===== config.mk =====
export PLATFORM = sky130hd
export DESIGN_NAME = video_timing_gen
export DESIGN_NICKNAME = d
export VERILOG_FILES = /design/src/rtl/video_timing_pkg.sv /design/src/rtl/timing_axis.sv /design/src/rtl/video_timing_gen.sv
export SDC_FILE = /design/constraint.sdc
export NUM_CORES = 1
export LEC_CHECK = 0
export CORE_MARGIN = 5
export CORE_UTILIZATION = 61
export CTS_CLUSTER_DIAMETER = 80
export DETAILED_ROUTE_END_ITERATION = 10
export GPL_TIMING_DRIVEN = 0
export PLACE_DENSITY_LB_ADDON = 0.15
export SLEW_MARGIN = 0
export SYNTH_ARGS = -nofsm -noshare
export SYNTH_HDL_FRONTEND = slang
export SYNTH_SLANG_ARGS = --single-unit

===== constraint.sdc =====
create_clock -name clk -period 7 [get_ports clk]
set_input_delay 1.75 -clock clk [delete_from_list [all_inputs] [get_ports clk]]
set_output_delay 1.75 -clock clk [all_outputs]
set_load 0.01 [all_outputs]

===== src/rtl/video_timing_pkg.sv =====
// video_timing_pkg: shared timing struct, FSM state type and 720p default timing
package video_timing_pkg;
   localparam int TW = 16;
   typedef struct packed {
      logic [TW-1:0] act;
      logic [TW-1:0] fp;
      logic [TW-1:0] sync;
      logic [TW-1:0] bp;
   } timing_t;
   typedef enum logic {IDLE, RUN} state_t;
   localparam int H720_ACT = 1280, H720_FP = 1, H720_SYNC = 50, H720_BP = 200;
   localparam int V720_ACT = 720, V720_FP = 1, V720_SYNC = 5, V720_BP = 5;
   function automatic timing_t mk_timing(input int act, input int fp, input int sync, input int bp);
      return '{act: TW'(act), fp: TW'(fp), sync: TW'(sync), bp: TW'(bp)};
   endfunction
endpackage


===== src/rtl/timing_axis.sv =====
// timing_axis: one-axis position counter with wrap flag and sync/active/lead window decode
// Ports: clk, rstn (async low); clr forces cnt to 0; step advances cnt (wraps at total-1);
//        t = timing of this axis; cnt/pos = position and offset into active area;
//        last = cnt at total-1; sync_on/act_on/lead_on = window decodes (lead = active shifted LEAD earlier).
module timing_axis import video_timing_pkg::*; #(
   parameter int N    = 12,
   parameter int LEAD = 0
) (
   input  logic         clk,
   input  logic         rstn,
   input  logic         clr,
   input  logic         step,
   input  timing_t      t,
   output logic [N-1:0] cnt,
   output logic [N-1:0] pos,
   output logic         last,
   output logic         sync_on,
   output logic         act_on,
   output logic         lead_on
);
   localparam int CW = TW + 2;
   localparam logic [CW-1:0] L = CW'(LEAD);
   logic [CW-1:0] c, s, e;
   always_comb begin
      c = CW'(cnt);
      s = CW'(t.sync) + CW'(t.bp);
      e = s + CW'(t.act);
      last = c == e + CW'(t.fp) - 1'b1;
      sync_on = c < CW'(t.sync);
      act_on = c >= s && c < e;
      lead_on = c + L >= s && c + L < e;
      pos = N'(c - s);
   end
   always_ff @(posedge clk or negedge rstn)
      if (!rstn) cnt <= '0;
      else if (clr) cnt <= '0;
      else if (step) cnt <= last ? '0 : cnt + 1'b1;
endmodule


===== src/rtl/video_timing_gen.sv =====
// video_timing_gen: programmable raster timing generator (sync, porches, active window)
// Ports: clk, rstn (async low); en = run request; cfg_valid/cfg_ready + cfg_h_*/cfg_v_* = timing update,
//        cfg_err = rejected-config pulse; hsync/vsync/data_en/read_en/x/y/frame_start/line_start =
//        registered timing outputs, one cycle behind the counters.
module video_timing_gen import video_timing_pkg::*; #(
   parameter int   X_BITS     = 12,
   parameter int   Y_BITS     = 11,
   parameter int   DEF_H_ACT  = H720_ACT,
   parameter int   DEF_H_FP   = H720_FP,
   parameter int   DEF_H_SYNC = H720_SYNC,
   parameter int   DEF_H_BP   = H720_BP,
   parameter int   DEF_V_ACT  = V720_ACT,
   parameter int   DEF_V_FP   = V720_FP,
   parameter int   DEF_V_SYNC = V720_SYNC,
   parameter int   DEF_V_BP   = V720_BP,
   parameter logic HS_POL     = 1'b1,
   parameter logic VS_POL     = 1'b1,
   parameter int   READ_LEAD  = 1
) (
   input  logic              clk,
   input  logic              rstn,
   input  logic              en,
   input  logic              cfg_valid,
   output logic              cfg_ready,
   input  logic [X_BITS-1:0] cfg_h_act,
   input  logic [X_BITS-1:0] cfg_h_fp,
   input  logic [X_BITS-1:0] cfg_h_sync,
   input  logic [X_BITS-1:0] cfg_h_bp,
   input  logic [Y_BITS-1:0] cfg_v_act,
   input  logic [Y_BITS-1:0] cfg_v_fp,
   input  logic [Y_BITS-1:0] cfg_v_sync,
   input  logic [Y_BITS-1:0] cfg_v_bp,
   output logic              cfg_err,
   output logic              hsync,
   output logic              vsync,
   output logic              data_en,
   output logic              read_en,
   output logic [X_BITS-1:0] x,
   output logic [Y_BITS-1:0] y,
   output logic              frame_start,
   output logic              line_start
);
   localparam int W = (X_BITS > Y_BITS ? X_BITS : Y_BITS) + 2;
   state_t state;
   timing_t cur_h, cur_v, pend_h, pend_v;
   logic pend, run, frame_end, apply, take, bad, de;
   logic [W-1:0] h_tot, v_tot;
   logic [X_BITS-1:0] h_cnt, h_pos;
   logic [Y_BITS-1:0] v_cnt, v_pos;
   logic h_last, h_sync, h_act, h_lead, v_last, v_sync, v_act, v_lead;
   timing_axis #(.N(X_BITS), .LEAD(READ_LEAD)) u_h (
      .clk(clk), .rstn(rstn), .clr(!run), .step(1'b1), .t(cur_h), .cnt(h_cnt), .pos(h_pos),
      .last(h_last), .sync_on(h_sync), .act_on(h_act), .lead_on(h_lead));
   // vertical lead window equals its active window, so read_en shares data_en's line gating
   timing_axis #(.N(Y_BITS), .LEAD(0)) u_v (
      .clk(clk), .rstn(rstn), .clr(!run), .step(h_last), .t(cur_v), .cnt(v_cnt), .pos(v_pos),
      .last(v_last), .sync_on(v_sync), .act_on(v_act), .lead_on(v_lead));
   always_comb begin
      run = state == RUN;
      frame_end = run && h_last && v_last;
      // pending timing lands only where counters restart at 0: frame end or while idle
      apply = pend && (frame_end || !run);
      cfg_ready = !pend;
      take = cfg_valid && cfg_ready;
      h_tot = W'(cfg_h_act) + W'(cfg_h_fp) + W'(cfg_h_sync) + W'(cfg_h_bp);
      v_tot = W'(cfg_v_act) + W'(cfg_v_fp) + W'(cfg_v_sync) + W'(cfg_v_bp);
      bad = cfg_h_act == '0 || cfg_h_sync == '0 || cfg_v_act == '0 || cfg_v_sync == '0 ||
            h_tot > (W'(1) << X_BITS) || v_tot > (W'(1) << Y_BITS);
      de = run && h_act && v_act;
   end
   always_ff @(posedge clk or negedge rstn)
      if (!rstn) begin
         state <= IDLE;
         pend <= 1'b0;
         cfg_err <= 1'b0;
         cur_h <= mk_timing(DEF_H_ACT, DEF_H_FP, DEF_H_SYNC, DEF_H_BP);
         cur_v <= mk_timing(DEF_V_ACT, DEF_V_FP, DEF_V_SYNC, DEF_V_BP);
         pend_h <= '0;
         pend_v <= '0;
         hsync <= !HS_POL;
         vsync <= !VS_POL;
         data_en <= 1'b0;
         read_en <= 1'b0;
         x <= '0;
         y <= '0;
         frame_start <= 1'b0;
         line_start <= 1'b0;
      end else begin
         state <= run ? (frame_end && !en ? IDLE : RUN) : (en ? RUN : IDLE);
         pend <= (take && !bad) || (pend && !apply);
         cfg_err <= take && bad;
         if (apply) begin
            cur_h <= pend_h;
            cur_v <= pend_v;
         end
         if (take && !bad) begin
            pend_h <= '{act: TW'(cfg_h_act), fp: TW'(cfg_h_fp), sync: TW'(cfg_h_sync), bp: TW'(cfg_h_bp)};
            pend_v <= '{act: TW'(cfg_v_act), fp: TW'(cfg_v_fp), sync: TW'(cfg_v_sync), bp: TW'(cfg_v_bp)};
         end
         hsync <= run && h_sync ? HS_POL : !HS_POL;
         vsync <= run && v_sync ? VS_POL : !VS_POL;
         data_en <= de;
         read_en <= run && h_lead && v_lead;
         x <= de ? h_pos : '0;
         y <= de ? v_pos : '0;
         frame_start <= run && h_cnt == '0 && v_cnt == '0;
         line_start <= run && h_cnt == '0;
      end
endmodule


## Word level (Yosys, flattened, before mapping)

Index checks and enable logic that the tools add are counted.

- Add/subtract/negate cells: 19
- $lt $le $gt $ge: 10
- Equality and inequality tests: 3
- Muxes and demuxes: 12
- Reduce and logical (&&, ||, !) cells: 37

Operator list:

| kind | count |
|---|---|
| 2-to-1 mux 11 bit | 4 |
| logical NOT 12 bit | 3 |
| 2-to-1 mux 12 bit | 3 |
| subtractor 18 x 1 -> 18 bit, second input constant | 2 |
| logical NOT 11 bit | 3 |
| adder 13 x 12 -> 14 bit | 2 |
| adder 12 x 11 -> 13 bit | 2 |
| adder 12 x 12 -> 13 bit | 2 |
| adder 11 x 11 -> 12 bit | 2 |
| logical AND 1 bit | 19 |
| adder 18 x 11 -> 18 bit | 1 |
| adder 18 x 12 -> 18 bit | 1 |
| equality test 11 x 18 -> 1 bit | 1 |
| equality test 12 x 18 -> 1 bit | 1 |
| less-than comparator 11 x 18 -> 1 bit | 1 |
| less-than comparator 12 x 18 -> 1 bit | 1 |
| less-than comparator 18 bit | 1 |
| adder 13 x 11 -> 14 bit | 1 |
| adder 14 x 12 -> 14 bit | 1 |
| > comparator 14 x 12 -> 1 bit, second input constant | 1 |
| > comparator 14 x 13 -> 1 bit, second input constant | 1 |
| adder 12 x 1 -> 13 bit, second input constant | 1 |
| greater-or-equal comparator 12 x 13 -> 1 bit | 1 |
| greater-or-equal comparator 13 bit | 1 |
| other kinds (11) | 25 |

- Bits in registers: 239
- Logic and storage cells: 110

## Logic depth before layout (Yosys ltp)

- Word-level depth: 12
- Mapped depth: 29
- Depth with buffers taken out: 27

## Cells and area by module

Synthesis repeated with hierarchy kept, for this count alone.

- Cell total of the unflattened synthesis: 2076
- Area, all modules: 20134.3 um^2

By module, submodules not included:

| module | times used | cells each | area each (um^2) | seq. area each (um^2) |
|---|---|---|---|---|
| video_timing_gen | 1 | 796 | 10483.8 | 5427.7 |
| timing_axis (u_h) | 1 | 690 | 5241.3 | 300.3 |
| timing_axis (u_v) | 1 | 590 | 4409.2 | 275.3 |

## Worst setup path after synthesis

No wires, ideal clock.

- Kind: flip-flop to flip-flop
- From: reg cur_h[17] in the netlist's numbering
- To: reg cur_h[0] in the netlist's numbering
- Library setup time: 0.125 ns
- Arrival time: 5.812 ns
- Required time: 6.875 ns
- Path slack: 1.063 ns
- Stages on the path, launching flop included: 28
- Buffers on the path: 2
- Clock period less this slack: 5.937 ns
- Path through: dfstp_2 -> ha_1 -> a21o_1 -> a21oi_1 -> o21bai_1 -> a21oi_1 -> nor2b_1 -> o21a_1 -> nor2_1 -> xnor2_1 -> ha_1 -> inv_1 -> o221ai_1 -> o41ai_1 -> xor2_1 -> xor2_1 -> ha_1 -> a21oi_1 -> o22ai_1 -> a31oi_1 -> nand3_1 -> nor4_1 -> or4b_4 -> a2111oi_4 -> o21ai_2 -> buf_6 -> buf_6 -> mux2_4

- Cells in the longest elaborated chain, start to end: 9

Ends and longest elaborated chain:

| what | line | source |
|---|---|---|
| start: declaration | video_timing_gen.sv:45 | `timing_t cur_h, cur_v, pend_h, pend_v;` |
| start signal: assignment | video_timing_gen.sv:76 | `cur_h <= mk_timing(DEF_H_ACT, DEF_H_FP, DEF_H_SYNC, DEF_H_BP);` |
| start signal: assignment | video_timing_gen.sv:93 | `cur_h <= pend_h;` |
| adder 12 x 12 -> 13 bit | timing_axis.sv:26 | `s = CW'(t.sync) + CW'(t.bp);` |
| adder 13 x 12 -> 14 bit | timing_axis.sv:27 | `e = s + CW'(t.act);` |
| adder 18 x 12 -> 18 bit | timing_axis.sv:28 | `last = c == e + CW'(t.fp) - 1'b1;` |
| subtractor 18 x 1 -> 18 bit | timing_axis.sv:28 |  |
| equality test 12 x 18 -> 1 bit | timing_axis.sv:28 |  |
| logical AND 1 bit (2 in series) | video_timing_gen.sv:60 | `frame_end = run && h_last && v_last;` |
| logical OR 1 bit | video_timing_gen.sv:62 | `apply = pend && (frame_end \|\| !run);` |
| logical AND 1 bit | video_timing_gen.sv:62 |  |

No other way between the ends.
A chain may end at the register's enable or synchronous reset.

## Worst setup path after layout

- From: reg cur_v[0] in the netlist's numbering
- To: reg cur_v[35] in the netlist's numbering

- Cells in the longest elaborated chain, start to end: 8

Ends and longest elaborated chain:

| what | line | source |
|---|---|---|
| start: declaration | video_timing_gen.sv:45 |  |
| start signal: assignment | video_timing_gen.sv:77 | `cur_v <= mk_timing(DEF_V_ACT, DEF_V_FP, DEF_V_SYNC, DEF_V_BP);` |
| start signal: assignment | video_timing_gen.sv:94 | `cur_v <= pend_v;` |
| adder 11 x 11 -> 12 bit | timing_axis.sv:26 |  |
| adder 12 x 11 -> 13 bit | timing_axis.sv:27 |  |
| adder 18 x 11 -> 18 bit | timing_axis.sv:28 |  |
| subtractor 18 x 1 -> 18 bit | timing_axis.sv:28 |  |
| equality test 11 x 18 -> 1 bit | timing_axis.sv:28 |  |
| logical AND 1 bit | video_timing_gen.sv:60 |  |
| logical OR 1 bit | video_timing_gen.sv:62 |  |
| logical AND 1 bit | video_timing_gen.sv:62 |  |

No other way between the ends.

==> run_results.csv <==
group,metric,value,unit
outcome,status,"complete, no violations",
clock_tree,cts.sinks,239,
clock_tree,cts.root.buffer_cell,"clkbuf_16",
critical_path,r2r_slack,0.37,ns
sta,drv_slew,0,
synthesis,synth-edff-count,0,
sta,period_share,0.9467,
pwr,p_sw_frac,0.2685,
critical_path,critical_path_class,"reg -> reg",
pwr,ir_drop,0.1428,mV
final_layout,instances_no_fill,2252,
pwr,seqPwrFrac,0.411,
synthesis,synthXorXnorAreaFrac,0.05027,
sta,timing.final.crit_period,6.627,ns
clock_tree,clkTransAtPathRegs,0.06,ns
synthesis,syn-num-nets,2044,
hold_path,holdCritStartpoint,"pend_v[52]$_DFFE_PN0P_",
critical_path,crit_required,7.42,ns
detailed_routing,via_per_inst,5.995,
final_layout,final_common_cell,"dfrtp_1",
detailed_routing,drt_iter0_drc,912,
hold_path,min_path_type,"reg -> reg",
clock_tree,htreeDepth,1,
global_routing,grtUsageTotal,0.2701,
synthesis,yosys.area.top_type,"dfrtp_1",
critical_path,r2r-end,"cur_v[35]$_DFFE_PN0P_",
sta,fmaxAchievable,150.9,MHz
run,maxCapViolCount,0,
floorplanning,die_w,183.2,µm
pwr,pwr-share-clk,0.416,
placed_design,placedCellCount,2201,
synthesis,synth_seq_area_share,0.3282,
global_routing,grt_pass1_wl,73310,µm
synthesis,ys_ff_latch,239,
clock_tree,cts_tree,"done",
floorplanning,start_util,0.6172,
detailed_routing,drtAntennaViolNets,0,
critical_path,worstReg2RegStart,"cur_v[0]$_DFFE_PN1P_",
clock_tree,insertion_delay,0.54,ns
global_routing,grt.overflow.total,0,
detailed_routing,drc_errors,0,
synthesis,synth_top_area_frac,0.3023,
final_layout,antenna_cells,0,
sta,max_slew.worst_pin.slew,0.6919,ns
pwr,internal-power,2.460,mW
synthesis,synth_fa_ha_area_frac,0.2050,
pwr,switchingPower,903.2,µW
critical_path,crit_path_end_kind,"flip-flop",
pwr,p_per_area,159.5,nW/µm²
critical_path,arrival,7.05,ns
synthesis,ys.flop_type,"dfrtp_1",
synthesis,syn-cell-area,18290,µm²
placed_design,port_buffers,126,
detailed_routing,wl_per_cell,20.10,µm
synthesis,yosys.area_share.simple,0.1014,
clock_tree,clk_path_buf_depth,3,
sta,fin_skew,0.01390,ns
final_layout,area_delta_synth_final,15.28,%
placed_design,post-place-ws,0.04540,ns
critical_path,crit_path_start_kind,"flip-flop",
floorplanning,ios,127,
final_layout,nNetsFinal,2203,
floorplanning,die_h,183.2,µm
final_layout,fin_area,21090,µm²
placed_design,dpl_cell_area,20100,µm²
critical_path,reg2regPathDepth,26,
detailed_routing,finalWirelength,45260,µm
sta,rsz0062_at_grt,"no",
synthesis,synth.distinct_cells,73,
synthesis,synthMuxAreaShare,0.1477,
hold_path,hold_path_depth,1,
critical_path,critical_path.max_fanout,10,
synthesis,synth_area_leaders,"dfrtp_1, ha_1, mux2_4",
floorplanning,die-area,33550,µm²
sta,whs,0.5038,ns
synthesis,async_flop_share,1.000,
final_layout,drive_gt1_frac,0.1600,
synthesis,avgSynthCellArea,10.87,µm²
sta,fin_ws,0.3733,ns
global_routing,grt_pass1_vias,13810,
pwr,combinationalPowerShare,0.173,
sta,finalHoldViolCount,0,
synthesis,synth_compound_area_frac,0.1206,
detailed_routing,via_count,13500,
clock_tree,numCtsBuffers,26,
floorplanning,row_count,63,
sta,final-setup-viol-count,0,
pwr,p_leak,10.39,nW
placed_design,gp_congestion,0.9463,
detailed_routing,drt_first_pass_iters,6,
sta,slew_headroom,0.5327,
final_layout,final_cell_mix,"dfrtp_1, ha_1, inv_1",
sta,tns,0,ns
global_routing,grt_start_max_net_pins,115,
synthesis,syn_inst,1683,
floorplanning,coreArea,29640,µm²
placed_design,dp_hpwl,36310,µm
global_routing,antenna_found_initial,0,
hold_path,min_to,"cur_v[52]$_DFFE_PN1P_",
synthesis,yosysWarnings,0,
synthesis,synth_top_family_by_area,"adder cells",
-- layout make-up --
class	instances	area (µm²)
clock buffers	40	794.5
clock inverters	8	81.33
flip-flops and latches	239	6003
plain buffers	35	257.7
fillers	2160	8549
well taps	390	488.0
inverters	159	596.8
repair buffers	131	1344
multi-input cells	1250	11520
-- cell usage after synthesis, types with 8 or more instances --
cell,n
o21ai_0,51
fa_1,54
ha_1,211
a21oi_1,82
o21a_1,23
xnor2_1,66
a211oi_1,16
o21bai_1,15
buf_6,16
nand4_1,11
xor2_1,39
dfstp_2,18
nand2_1,70
and3_1,18
a21o_1,35
clkbuf_1,16
dfrtp_1,221
a211o_1,8
nor4_1,24
nand2b_1,29
or3_1,16
o211ai_1,11
o2111ai_1,11
nand3_1,40
inv_1,158
mux2_4,149
nor2b_1,23
nor3_1,35
mux2_2,36
nor2_1,67
o22ai_1,12
a31oi_1,11
-- power groups by stage --
stage	Combinational [mW]	Clock, mW	Sequential [mW]
after floorplan	0.367	0	1.41
final	0.583	1.40	1.38
after detailed placement	0.576	0	1.41
after global placement	0.554	0	1.41
after global routing	0.651	1.48	1.38
after CTS	0.579	1.42	1.38
-- metal layers --
layer,share of wire,up-vias,GRT usage
met5,0,-,0
met4,0.025,0,0.07330
met3,0.050,74,0.03074
met2,0.44,391,0.4139
met1,0.49,6651,0.4098
li1,-,6384,-
-- worst max path at each step --
stage | start | endpoint | depth (start not counted)
floorplan | cur_h[17]$_DFFE_PN1P_ | cur_h[0]$_DFFE_PN0P_ | 27
global placement | rstn | pend_h[0]$_DFFE_PN0P_ | 1
detailed placement | cur_h[17]$_DFFE_PN1P_ | cur_v[35]$_DFFE_PN0P_ | 25
CTS | cur_h[17]$_DFFE_PN1P_ | cur_h[5]$_DFFE_PN0P_ | 27
global route | cur_h[17]$_DFFE_PN1P_ | cur_v[33]$_DFFE_PN0P_ | 26
finish | cur_v[0]$_DFFE_PN1P_ | cur_v[35]$_DFFE_PN0P_ | 26
-- through the flow --
stage                 util  total power, mW
finish              0.7115            3.363
global route        0.7115            3.507
CTS                 0.7078            3.379
detailed placement  0.6783            1.982
global placement    0.6763            1.963
floorplan                -            1.775
-- timing repair --
action,CTS,global route
gates resized for setup,1,16
hold buffers,0,0
setup buffers,0,3
endpoints found under the hold margin,0,0
setup endpoints to repair,5,101
pin swaps,0,3
cloned,0,0
-- cells by family (layout without fill, tap and decap cells) --
group | count (synthesis) | after routing
fa+ha+maj | 268 | 268
buf+inv | 194 | 373
simple gates | 358 | 358
flops | 239 | 239
mux | 191 | 191
compound gates | 328 | 328
xor+xnor | 105 | 105
-- worst max-delay path, stage by stage, from the launching register on --
cell       delay [ns]
dfstp_2          0.40
ha_1             0.23
fa_1             0.40
a21o_1           0.18
a21oi_1          0.21
o21bai_1         0.11
a21oi_2          0.18
o21bai_1         0.09
a21oi_1          0.22
xnor2_1          0.18
ha_1             0.32
and3_1           0.19
a31o_2           0.26
o41ai_2          0.32
xnor2_1          0.27
ha_1             0.37
a21o_1           0.20
a22oi_2          0.22
nand4_1          0.16
nor4_1           0.26
and4_1           0.26
o2111ai_1        0.19
a2111oi_4        0.50
o21ai_2          0.12
buf_6            0.17
buf_6            0.17
mux2_4           0.30
-- sequential cells by signal (all words and copies together) (netlist names), 11 cells and up --
signal and flops:
cur_h 48, pend_h 48, cur_v 44, pend_v 44, u_h.cnt 12, x 12
u_v.cnt 11, y 11
No activity file was read; power rests on OpenSTA's default activity.
